===== config.mk =====
export PLATFORM = sky130hd
export DESIGN_NAME = reg_bank_4x8_flat
export DESIGN_NICKNAME = d
export VERILOG_FILES = /design/src/rtl/reg_bank_pkg.sv /design/src/rtl/reg_bank_4x8_if.sv /design/src/rtl/reg_bank_clear_fsm.sv /design/src/rtl/reg_bank_4x8.sv /design/src/flat_wrapper.sv
export SDC_FILE = /design/constraint.sdc
export NUM_CORES = 1
export LEC_CHECK = 0
export CORE_MARGIN = 3
export CORE_UTILIZATION = 59
export CTS_BUF_LIST = sky130_fd_sc_hd__clkbuf_8
export DETAILED_ROUTE_END_ITERATION = 6
export PLACE_DENSITY = 0.95
export SYNTH_ARGS = -nofsm -noshare
export SYNTH_HDL_FRONTEND = slang
export SYNTH_SLANG_ARGS = --single-unit

===== constraint.sdc =====
create_clock -name clk -period 4.57 [get_ports clk]
set_input_delay 1.371 -clock clk [delete_from_list [all_inputs] [get_ports clk]]
set_output_delay 1.371 -clock clk [all_outputs]
set_load 0.02 [all_outputs]

===== src/rtl/reg_bank_pkg.sv =====
// Shared types and defaults for the 4-entry register bank.
// Latency: n/a (types only).
// Backpressure: n/a.
//
// Contents: default data width, 2-bit register address type, clear-sequencer
// state enum.
package reg_bank_pkg;

  localparam int WIDTH_DEF = 8;

  // Register select: 0=A, 1=B, 2=C, 3=D.
  typedef logic [1:0] reg_addr_t;

  // The state value is used directly as the busy flag, so CLEAR must be 1.
  typedef enum logic {
    IDLE  = 1'b0,
    CLEAR = 1'b1
  } clr_state_t;

endpackage


===== src/rtl/reg_bank_4x8_if.sv =====
// Bus bundle between a register-bank controller and the register bank.
// Latency: n/a (wires only).
// Backpressure: busy tells the master that requests are being ignored.
//
// Signals: wr_en/wr_addr/wr_data write port, inc_en/inc_addr increment port,
// clr_req clear start, busy/carry status, out_a..out_d register contents.
interface reg_bank_4x8_if
  import reg_bank_pkg::*;
#(
  parameter int WIDTH = WIDTH_DEF
);

  logic             wr_en;
  reg_addr_t        wr_addr;
  logic [WIDTH-1:0] wr_data;
  logic             inc_en;
  reg_addr_t        inc_addr;
  logic             clr_req;
  logic             busy;
  logic             carry;
  logic [WIDTH-1:0] out_a;
  logic [WIDTH-1:0] out_b;
  logic [WIDTH-1:0] out_c;
  logic [WIDTH-1:0] out_d;

  modport master (
    output wr_en, wr_addr, wr_data, inc_en, inc_addr, clr_req,
    input  busy, carry, out_a, out_b, out_c, out_d
  );

  modport slave (
    input  wr_en, wr_addr, wr_data, inc_en, inc_addr, clr_req,
    output busy, carry, out_a, out_b, out_c, out_d
  );

endinterface


===== src/rtl/reg_bank_clear_fsm.sv =====
// Sequencer that walks a clear strobe across the four registers.
// Latency: busy rises one edge after clr_req, stays high for exactly 4 cycles.
// Backpressure: clr_req is ignored while the sequence is running.
//
// Ports: clk, rst_n (async active-low), i_clr_req start request,
//        o_busy sequence active, o_clr_idx register to clear, o_clr_stb clear now.
module reg_bank_clear_fsm
  import reg_bank_pkg::*;
(
  input  logic      clk,
  input  logic      rst_n,
  input  logic      i_clr_req,
  output logic      o_busy,
  output reg_addr_t o_clr_idx,
  output logic      o_clr_stb
);

  clr_state_t r_state;
  clr_state_t w_state_nxt;
  reg_addr_t  r_idx;
  reg_addr_t  w_idx_nxt;

  always_ff @(posedge clk or negedge rst_n) begin
    if (!rst_n) begin
      r_state <= IDLE;
      r_idx   <= '0;
    end else begin
      r_state <= w_state_nxt;
      r_idx   <= w_idx_nxt;
    end
  end

  always_comb begin
    w_state_nxt = r_state;
    w_idx_nxt   = r_idx;
    case (r_state)
      IDLE: begin
        if (i_clr_req) begin
          w_state_nxt = CLEAR;
          w_idx_nxt   = '0;
        end
      end
      CLEAR: begin
        // Index wraps 3 -> 0 on the last clear edge, ready for the next run.
        w_idx_nxt = reg_addr_t'(r_idx + 2'd1);
        if (r_idx == 2'd3) begin
          w_state_nxt = IDLE;
        end
      end
      default: begin
        w_state_nxt = IDLE;
      end
    endcase
  end

  // Both outputs are the state flop itself, so they stay glitch-free.
  assign o_busy    = (r_state == CLEAR);
  assign o_clr_stb = (r_state == CLEAR);
  assign o_clr_idx = r_idx;

endmodule


===== src/rtl/reg_bank_4x8.sv =====
// Four WIDTH-bit registers with write, increment-with-carry and sequential clear.
// Latency: write/increment visible 1 cycle later (0 with REG_BANK_BYPASS_EN write-through).
// Backpressure: while busy (or in the clr_req cycle) wr_en/inc_en/clr_req are dropped.
//
// Ports: clk, rst_n (async active-low), bus (reg_bank_4x8_if.slave).
// Build option: define REG_BANK_BYPASS_EN to forward wr_data onto the
// addressed output in the same cycle as an accepted write.
module reg_bank_4x8
  import reg_bank_pkg::*;
#(
  parameter int               WIDTH     = WIDTH_DEF,
  parameter logic [WIDTH-1:0] RESET_VAL = '0
)(
  input  logic           clk,
  input  logic           rst_n,
  reg_bank_4x8_if.slave  bus
);

  logic [WIDTH-1:0] r_regs [4];
  logic             r_carry;

  logic             w_busy;
  reg_addr_t        w_clr_idx;
  logic             w_clr_stb;
  logic             w_wr_go;
  logic             w_inc_go;
  logic [WIDTH-1:0] w_out [4];

  reg_bank_clear_fsm u_clear_fsm (
    .clk       (clk),
    .rst_n     (rst_n),
    .i_clr_req (bus.clr_req),
    .o_busy    (w_busy),
    .o_clr_idx (w_clr_idx),
    .o_clr_stb (w_clr_stb)
  );

  // A clr_req in IDLE wins over any write/increment presented alongside it.
  assign w_wr_go  = bus.wr_en && !w_busy && !bus.clr_req;
  // Write has priority when both target the same register; carry then holds.
  assign w_inc_go = bus.inc_en && !w_busy && !bus.clr_req &&
                    !(bus.wr_en && (bus.wr_addr == bus.inc_addr));

  always_ff @(posedge clk or negedge rst_n) begin
    if (!rst_n) begin
      for (int i = 0; i < 4; i++) begin
        r_regs[i] <= RESET_VAL;
      end
    end else if (w_clr_stb) begin
      r_regs[w_clr_idx] <= RESET_VAL;
    end else begin
      if (w_wr_go) begin
        r_regs[bus.wr_addr] <= bus.wr_data;
      end
      if (w_inc_go) begin
        r_regs[bus.inc_addr] <= r_regs[bus.inc_addr] + WIDTH'(1);
      end
    end
  end

  // Carry-out is set only when the incremented value was all-ones.
  always_ff @(posedge clk or negedge rst_n) begin
    if (!rst_n) begin
      r_carry <= 1'b0;
    end else if (w_inc_go) begin
      r_carry <= (r_regs[bus.inc_addr] == {WIDTH{1'b1}});
    end
  end

`ifdef REG_BANK_BYPASS_EN
  always_comb begin
    for (int i = 0; i < 4; i++) begin
      w_out[i] = r_regs[i];
      if (w_wr_go && (bus.wr_addr == reg_addr_t'(i))) begin
        w_out[i] = bus.wr_data;
      end
    end
  end
`else
  always_comb begin
    for (int i = 0; i < 4; i++) begin
      w_out[i] = r_regs[i];
    end
  end
`endif

  assign bus.out_a = w_out[0];
  assign bus.out_b = w_out[1];
  assign bus.out_c = w_out[2];
  assign bus.out_d = w_out[3];
  assign bus.busy  = w_busy;
  assign bus.carry = r_carry;

endmodule


===== src/flat_wrapper.sv =====
// flat-port wrapper written by rule: the top's interface ports become plain ports
module reg_bank_4x8_flat import reg_bank_pkg::*;
#(
  parameter int               WIDTH     = WIDTH_DEF,
  parameter logic [WIDTH-1:0] RESET_VAL = '0
)
  (clk, rst_n, bus_wr_en, bus_wr_addr, bus_wr_data, bus_inc_en, bus_inc_addr, bus_clr_req, bus_busy, bus_carry, bus_out_a, bus_out_b, bus_out_c, bus_out_d);
  reg_bank_4x8_if #(.WIDTH(WIDTH)) bus_i ();
  input  logic clk;
  input  logic rst_n;
  input wire logic [$bits(bus_i.wr_en)-1:0] bus_wr_en;
  input wire logic [$bits(bus_i.wr_addr)-1:0] bus_wr_addr;
  input wire logic [$bits(bus_i.wr_data)-1:0] bus_wr_data;
  input wire logic [$bits(bus_i.inc_en)-1:0] bus_inc_en;
  input wire logic [$bits(bus_i.inc_addr)-1:0] bus_inc_addr;
  input wire logic [$bits(bus_i.clr_req)-1:0] bus_clr_req;
  output wire logic [$bits(bus_i.busy)-1:0] bus_busy;
  output wire logic [$bits(bus_i.carry)-1:0] bus_carry;
  output wire logic [$bits(bus_i.out_a)-1:0] bus_out_a;
  output wire logic [$bits(bus_i.out_b)-1:0] bus_out_b;
  output wire logic [$bits(bus_i.out_c)-1:0] bus_out_c;
  output wire logic [$bits(bus_i.out_d)-1:0] bus_out_d;
  assign bus_i.wr_en = bus_wr_en;
  assign bus_i.wr_addr = bus_wr_addr;
  assign bus_i.wr_data = bus_wr_data;
  assign bus_i.inc_en = bus_inc_en;
  assign bus_i.inc_addr = bus_inc_addr;
  assign bus_i.clr_req = bus_clr_req;
  assign bus_busy = bus_i.busy;
  assign bus_carry = bus_i.carry;
  assign bus_out_a = bus_i.out_a;
  assign bus_out_b = bus_i.out_b;
  assign bus_out_c = bus_i.out_c;
  assign bus_out_d = bus_i.out_d;
  reg_bank_4x8 #(.WIDTH(WIDTH), .RESET_VAL(RESET_VAL)) u_core (.clk(clk), .rst_n(rst_n), .bus(bus_i));
endmodule

==> flow_metrics.env, run 1 <==
export IMPL_status="finished, final reports clean"
export IMPL_drtIter0Drc=543
export IMPL_ctsResizeCount=0
export IMPL_grt_pass1_wl_mm=15.9
export IMPL_routed_wl_mm=9.70
export IMPL_synthCells=315
export IMPL_port_buffers=50
export IMPL_slew_violations=0
export IMPL_clkLatencyLatePin_ns=0.30
export IMPL_cp_required_ns=4.76
export IMPL_drtPass1Iterations=5
export IMPL_grt_overflow_total=0
export IMPL_start_kind="primary input"
export IMPL_synth_fa_ha_area_share_pct=2.15
export IMPL_area_growth_pct=21.0
export IMPL_fin_crit_sh_pct=82.8
export IMPL_yosys_warnings=0
export IMPL_async_flop_share_pct=100
export IMPL_worstPathArrival_ns=3.97
export IMPL_fin_area_sq_mm=0.00352
export IMPL_die_x_um=76.2
export IMPL_hold_violations=0
export IMPL_synth_seq_area_share_pct=31.0
export IMPL_hp_class="register to register"
export IMPL_drv_cap=0
export IMPL_relSlewSlack_pct=52.6
export IMPL_clock_path_buffers=2
export IMPL_cts_sinks=36
export IMPL_synth_xor_area_share_pct=2.88
export IMPL_final_setup_tns_ns=0
export IMPL_post_dp_hpwl_mm=6.32
export IMPL_layout_commonest_cell="clkdlybuf4s50_1"
export IMPL_hold_end="u_core.bus.carry$_DFFE_PN0N_"
export IMPL_synth_flop_cell="dfrtp_1"
export IMPL_endpoint_kind="register"
export IMPL_grt_total_usage_pct=34.2
export IMPL_drive_above_1_share_pct=9.89
export IMPL_clk_pin_slew_ns=0.09
export IMPL_root_buffer="clkbuf_8"
export IMPL_n_antenna_cell=0
export IMPL_ant_nets=0
export IMPL_placementRows=24
export IMPL_rsz0062_at_grt="no"
export IMPL_r2r_start="u_core.u_clear_fsm.o_busy$_DFF_PN0_"
export IMPL_skew_ns=0.0119
export IMPL_regToRegSetupSlack_ns=2.07
export IMPL_initial_core_util_pct=63.8
export IMPL_first_global_vias=3087
export IMPL_synth_edf_count=0
export IMPL_synth_top_family_by_area="compound AO/OA/AOI/OAI gates"
export IMPL_timing_hold_ws_ns=0.508
export IMPL_core_sq_mm=0.00456
export IMPL_power_leakage_uw=0.00135
export IMPL_utilization_pct=77.2
export IMPL_timing_rr_end="u_core.bus.out_c[0]$_DFF_PN0_"
export IMPL_synth_compound_area_share_pct=29.4
export IMPL_via_count=3097
export IMPL_mostFrequentLayoutCells="clkdlybuf4s50_1, dfrtp_1, o21ai_0"
export IMPL_hold_depth=2
export IMPL_synth_distinct_cells=53
export IMPL_viasPerCell=7.39
export IMPL_cts_made_buffers=5
export IMPL_cp_max_fo=10
export IMPL_postSynthAreaPerCell_sq_um=9.24
export IMPL_wl_per_cell_um=23.1
export IMPL_fillCellCount=331
export IMPL_peakVddDrop_uv=443
export IMPL_gp_congestion=0.946
export IMPL_dpl_instance_area_sq_mm=0.00342
export IMPL_syn_area_sq_mm=0.00291
export IMPL_post_cts_buffers=0
export IMPL_drcViolationCount=0
export IMPL_grt_max_degree=79
export IMPL_fmax_mhz=264
export IMPL_final_setup_viol_count=0
export IMPL_crit_type="primary input to register"
export IMPL_fin_nets=375
export IMPL_synthMuxAreaShare_pct=6.58
export IMPL_worst_slew_pin_slew_ns=0.711
export IMPL_min_from="u_core.bus.carry$_DFFE_PN0N_"
export IMPL_r2r_cells=5
export IMPL_power_density_mw_per_mm2=528
export IMPL_grt_antenna_before_repair=0
export IMPL_syn_nets=337
export IMPL_die_h_um=76.2
export IMPL_period_minus_slack_ns=3.79
export IMPL_synth_simple_gate_area_share_pct=21.3
export IMPL_yosys_register_bits=36
export IMPL_htree_levels=2
export IMPL_dieArea_sq_mm=0.00581
export IMPL_finalPower_uw=1860
export IMPL_num_io_pins=51
export IMPL_ctsHoldBuffers=0
export IMPL_cts_tree="built"
## cells in the mapped netlist, types with 10 or more instances
library cell	instances	share of area (%)
o41ai_1	11	3.3
nor3b_1	17	4.4
o21ai_0	21	3.6
nor2_1	10	1.3
inv_1	17	2.2
o32ai_1	12	3.6
clkbuf_1	14	1.8
and3_1	17	3.7
dfrtp_1	36	31
a21oi_1	11	1.9
a211oi_1	20	5.2
nand2_1	16	2.1
## worst max-delay path by stage
stage	startpoint	slack (ns)	endpoint	depth (start not counted)
2_1_floorplan	bus_inc_addr[0]	1.32	u_core.bus.out_a[2]$_DFF_PN0_	8
3_3_place_gp	bus_inc_addr[0]	0.64	u_core.bus.out_c[2]$_DFF_PN0_	7
3_5_place_dp	bus_inc_addr[0]	0.53	u_core.bus.out_a[2]$_DFF_PN0_	7
4_1_cts	bus_inc_addr[0]	0.83	u_core.bus.out_a[2]$_DFF_PN0_	7
5_1_grt	bus_inc_addr[0]	0.62	u_core.bus.out_a[2]$_DFF_PN0_	7
6_report	bus_inc_addr[0]	0.78	u_core.bus.out_a[2]$_DFF_PN0_	7
## layout make-up
| type | instances | area [sq um] | share of cell area (%) |
|---|---|---|---|
| clock buffers | 7 | 96.3 | 2.74 |
| clock inverters | 1 | 3.75 | 0.107 |
| inverters | 17 | 63.8 | 1.81 |
| multi-input cells | 235 | 1810 | 51.5 |
| flip-flops and latches | 36 | 902 | 25.6 |
| well taps | 65 | 81.3 | 2.31 |
| repair buffers | 58 | 561 | 15.9 |
## metrics by stage
step | setup WS (ns) | instances
after floorplan | 1.32 | 315
after CTS | 0.829 | 419
after global routing | 0.624 | 419
after global placement | 0.638 | 411
final | 0.785 | 419
after detailed placement | 0.527 | 411
## power by group
part           leakage [uW]  total (uW)  internal [uW]  switching (uW)
registers          0.000470         561            434             128
logic              0.000827        1040            453             583
clock network     0.0000557         262            136             126
total               0.00135        1860           1020             836
## cells by family after synthesis
family                   Yosys count
AO/OA/AOI/OAI                    113
AND/OR/NAND/NOR                  101
buffers and inverters             44
flip-flops                        36
multiplexers                       9
XOR/XNOR                           7
adder cells (fa/ha/maj)            5
## critical path, stage by stage
cell             delay (ns)
clkdlybuf4s50_1        0.75
mux4_2                 0.68
ha_1                   0.32
inv_1                  0.20
xnor2_1                0.25
nor2_1                 0.10
o32ai_1                0.30
## per-layer routing
metal / track usage (%) / up-vias / wire (um)
met5: 0 / - / 0
met4: 17.4 / 0 / 424
met2: 53.2 / 282 / 4470
li1: - / 1318 / -
met1: 44.2 / 1435 / 3580
met3: 8.63 / 62 / 1230
## flip-flops by register name, summed over array words and instances, names as in the netlist
signal,cells
u_core.bus.carry,1
u_core.bus.out_a,8
u_core.bus.out_b,8
u_core.bus.out_c,8
u_core.bus.out_d,8
u_core.u_clear_fsm.o_busy,1
u_core.u_clear_fsm.o_clr_idx,2
(Power assumes the default switching activity.)
==> run 2: changes to the inputs <==
--- a/config.mk
+++ b/config.mk
@@ -6,10 +6,10 @@
 export NUM_CORES = 1
 export LEC_CHECK = 0
 export CORE_MARGIN = 3
-export CORE_UTILIZATION = 59
+export CORE_UTILIZATION = 50
 export CTS_BUF_LIST = sky130_fd_sc_hd__clkbuf_8
 export DETAILED_ROUTE_END_ITERATION = 6
-export PLACE_DENSITY = 0.95
+export PLACE_DENSITY = 0.91
 export SYNTH_ARGS = -nofsm -noshare
 export SYNTH_HDL_FRONTEND = slang
 export SYNTH_SLANG_ARGS = --single-unit
==> constraint.sdc (replaced) <==
create_clock -name clk -period 3.14 [get_ports clk]
set_input_delay 0.942 -clock clk [delete_from_list [all_inputs] [get_ports clk]]
set_output_delay 0.942 -clock clk [all_outputs]
set_load 0.02 [all_outputs]
==> run 2 against run 1 <==
Net effect:
- critical path depth did not move
- clock skew fell by 0.0045 ns
- cell count rose by 10%
- via count rose by 1.5%
- wire length rose by 2.7%
- flip-flop and latch count did not move
- non-clock buffer count rose by 35
- total power rose by 50%
- largest power group unchanged
==> flow_metrics.env, run 2 (synthesis gave the netlist of run 1 again) <==
export IMPL_num_io_pins=51
export IMPL_die_h_um=82.3
export IMPL_area_growth_pct=31.1
export IMPL_fmax_mhz=331
export IMPL_root_buffer="clkbuf_8"
export IMPL_fin_crit_sh_pct=96.2
export IMPL_grt_total_usage_pct=31.6
export IMPL_dieArea_sq_mm=0.00677
export IMPL_clock_path_buffers=2
export IMPL_post_dp_hpwl_mm=7.13
export IMPL_power_density_mw_per_mm2=729
export IMPL_peakVddDrop_uv=545
export IMPL_gp_congestion=1.02
export IMPL_r2r_start="u_core.u_clear_fsm.o_busy$_DFF_PN0_"
export IMPL_drcViolationCount=0
export IMPL_core_sq_mm=0.00557
export IMPL_grt_pass1_wl_mm=16.0
export IMPL_hp_class="register to register"
export IMPL_drv_cap=0
export IMPL_clkLatencyLatePin_ns=0.29
export IMPL_ant_nets=0
export IMPL_drive_above_1_share_pct=18.3
export IMPL_viasPerCell=6.82
export IMPL_wl_per_cell_um=21.6
export IMPL_status="finished, final reports clean"
export IMPL_cp_max_fo=8
export IMPL_startpoint="bus_inc_addr[0]"
export IMPL_worstPathArrival_ns=3.19
export IMPL_rsz0062_at_grt="no"
export IMPL_die_x_um=82.3
export IMPL_crit_type="primary input to register"
export IMPL_first_global_vias=3131
export IMPL_place_inst=453
export IMPL_layout_commonest_cell="clkdlybuf4s50_1"
export IMPL_cts_made_buffers=5
export IMPL_finalNonFillerCells=461
export IMPL_cp_required_ns=3.31
export IMPL_hold_violations=0
export IMPL_placementRows=27
export IMPL_drtPass1Iterations=5
export IMPL_worst_slew_pin_slew_ns=0.584
export IMPL_via_count=3143
export IMPL_period_minus_slack_ns=3.02
export IMPL_utilization_pct=68.5
export IMPL_port_buffers=50
export IMPL_power_leakage_uw=0.00152
export IMPL_grt_antenna_before_repair=0
export IMPL_initial_core_util_pct=52.2
export IMPL_clk_pin_slew_ns=0.08
export IMPL_slew_violations=0
export IMPL_endpoint_kind="register"
export IMPL_post_cts_buffers=0
export IMPL_start_kind="primary input"
export IMPL_ctsHoldBuffers=0
export IMPL_htree_levels=2
export IMPL_grt_max_degree=68
export IMPL_mostFrequentLayoutCells="clkdlybuf4s50_1, buf_4, dfrtp_1"
export IMPL_drtIter0Drc=343
export IMPL_relSlewSlack_pct=60.1
export IMPL_fin_nets=410
export IMPL_grt_overflow_total=0
export IMPL_n_antenna_cell=0
export IMPL_skew_ns=0.00742
export IMPL_cts_tree="built"
export IMPL_ctsResizeCount=0
export IMPL_routed_wl_mm=9.96
export IMPL_final_setup_viol_count=0
export IMPL_cts_sinks=36
export IMPL_min_from="u_core.bus.carry$_DFFE_PN0N_"
==> run 2: cell count changes in the layout (fill, tap and decap cells not counted), sizes merged <==
cell	before	now
inv	18	17
clkbuf	7	6
clkinvlp	0	2
buf	8	43
==> run 2: area by class of cell <==
class                      instances  area [sq um]
multi-input combinational        235          1810
fill                             429          1760
sequential                        36           902
inverter                          17          63.8
clock buffer                       6          82.6
clock inverter                     2          15.0
timing repair buffer              93           848
tap                               72          90.1
==> run 2: critical path, cell delays in order <==
cell and delay [ns]:
clkdlybuf4s50_1 0.61, buf_4 0.25, xor2_1 0.15, o311a_1 0.42
a2111oi_0 0.56, buf_4 0.21, nor3_1 0.04
==> run 2: per-stage QoR <==
stage	TNS [ns]	setup slack [ns]	hold WS (ns)	power, uW	area [sq um]
after floorplan	0	0.317	0.516	1700	2910
after global placement	-0.166	-0.148	0.462	2360	3720
after detailed placement	-0.325	-0.149	0.494	2400	3720
after CTS	0	0.157	0.511	2770	3820
after global routing	0	0.0178	0.579	2960	3820
final	0	0.118	0.502	2780	3820
==> run 2: metal layers <==
metal / up-vias / global-route usage (%) / part of all wire, %
li1: 1389 / - / -
met1: 1502 / 42.5 / 40
met2: 209 / 47.3 / 45
met3: 43 / 8.13 / 11
met4: 0 / 14.8 / 3.7
met5: - / 0 / 0
==> run 2: report_power, final <==
part | switching (uW) | internal, uW
Clock | 180 | 178
Sequential | 214 | 631
Combinational | 848 | 731
Total | 1240 | 1540
==> run 2: worst paths after layout <==
check / slack, ns / cells past startpoint / end
min reg2reg: 0.50 / 2 / u_core.bus.carry$_DFFE_PN0N_
max reg2reg: 1.04 / 4 / u_core.bus.out_d[7]$_DFF_PN0_
min in group asynchronous: 1.08 / 2 / u_core.bus.out_b[1]$_DFF_PN0_
max in group asynchronous: 1.72 / 2 / u_core.u_clear_fsm.o_busy$_DFF_PN0_
min: 0.50 / 2 / u_core.bus.carry$_DFFE_PN0N_
max: 0.12 / 7 / u_core.bus.out_b[6]$_DFF_PN0_
==> run 3: changes to the inputs <==
--- a/config.mk
+++ b/config.mk
@@ -10,6 +10,7 @@
 export CTS_BUF_LIST = sky130_fd_sc_hd__clkbuf_8
 export DETAILED_ROUTE_END_ITERATION = 6
 export PLACE_DENSITY = 0.91
+export SLEW_MARGIN = 20
 export SYNTH_ARGS = -nofsm -noshare
 export SYNTH_HDL_FRONTEND = slang
 export SYNTH_SLANG_ARGS = --single-unit
==> results of run 3 <==
Same layout as run 2: the final DEF is identical, and so are final timing and power.
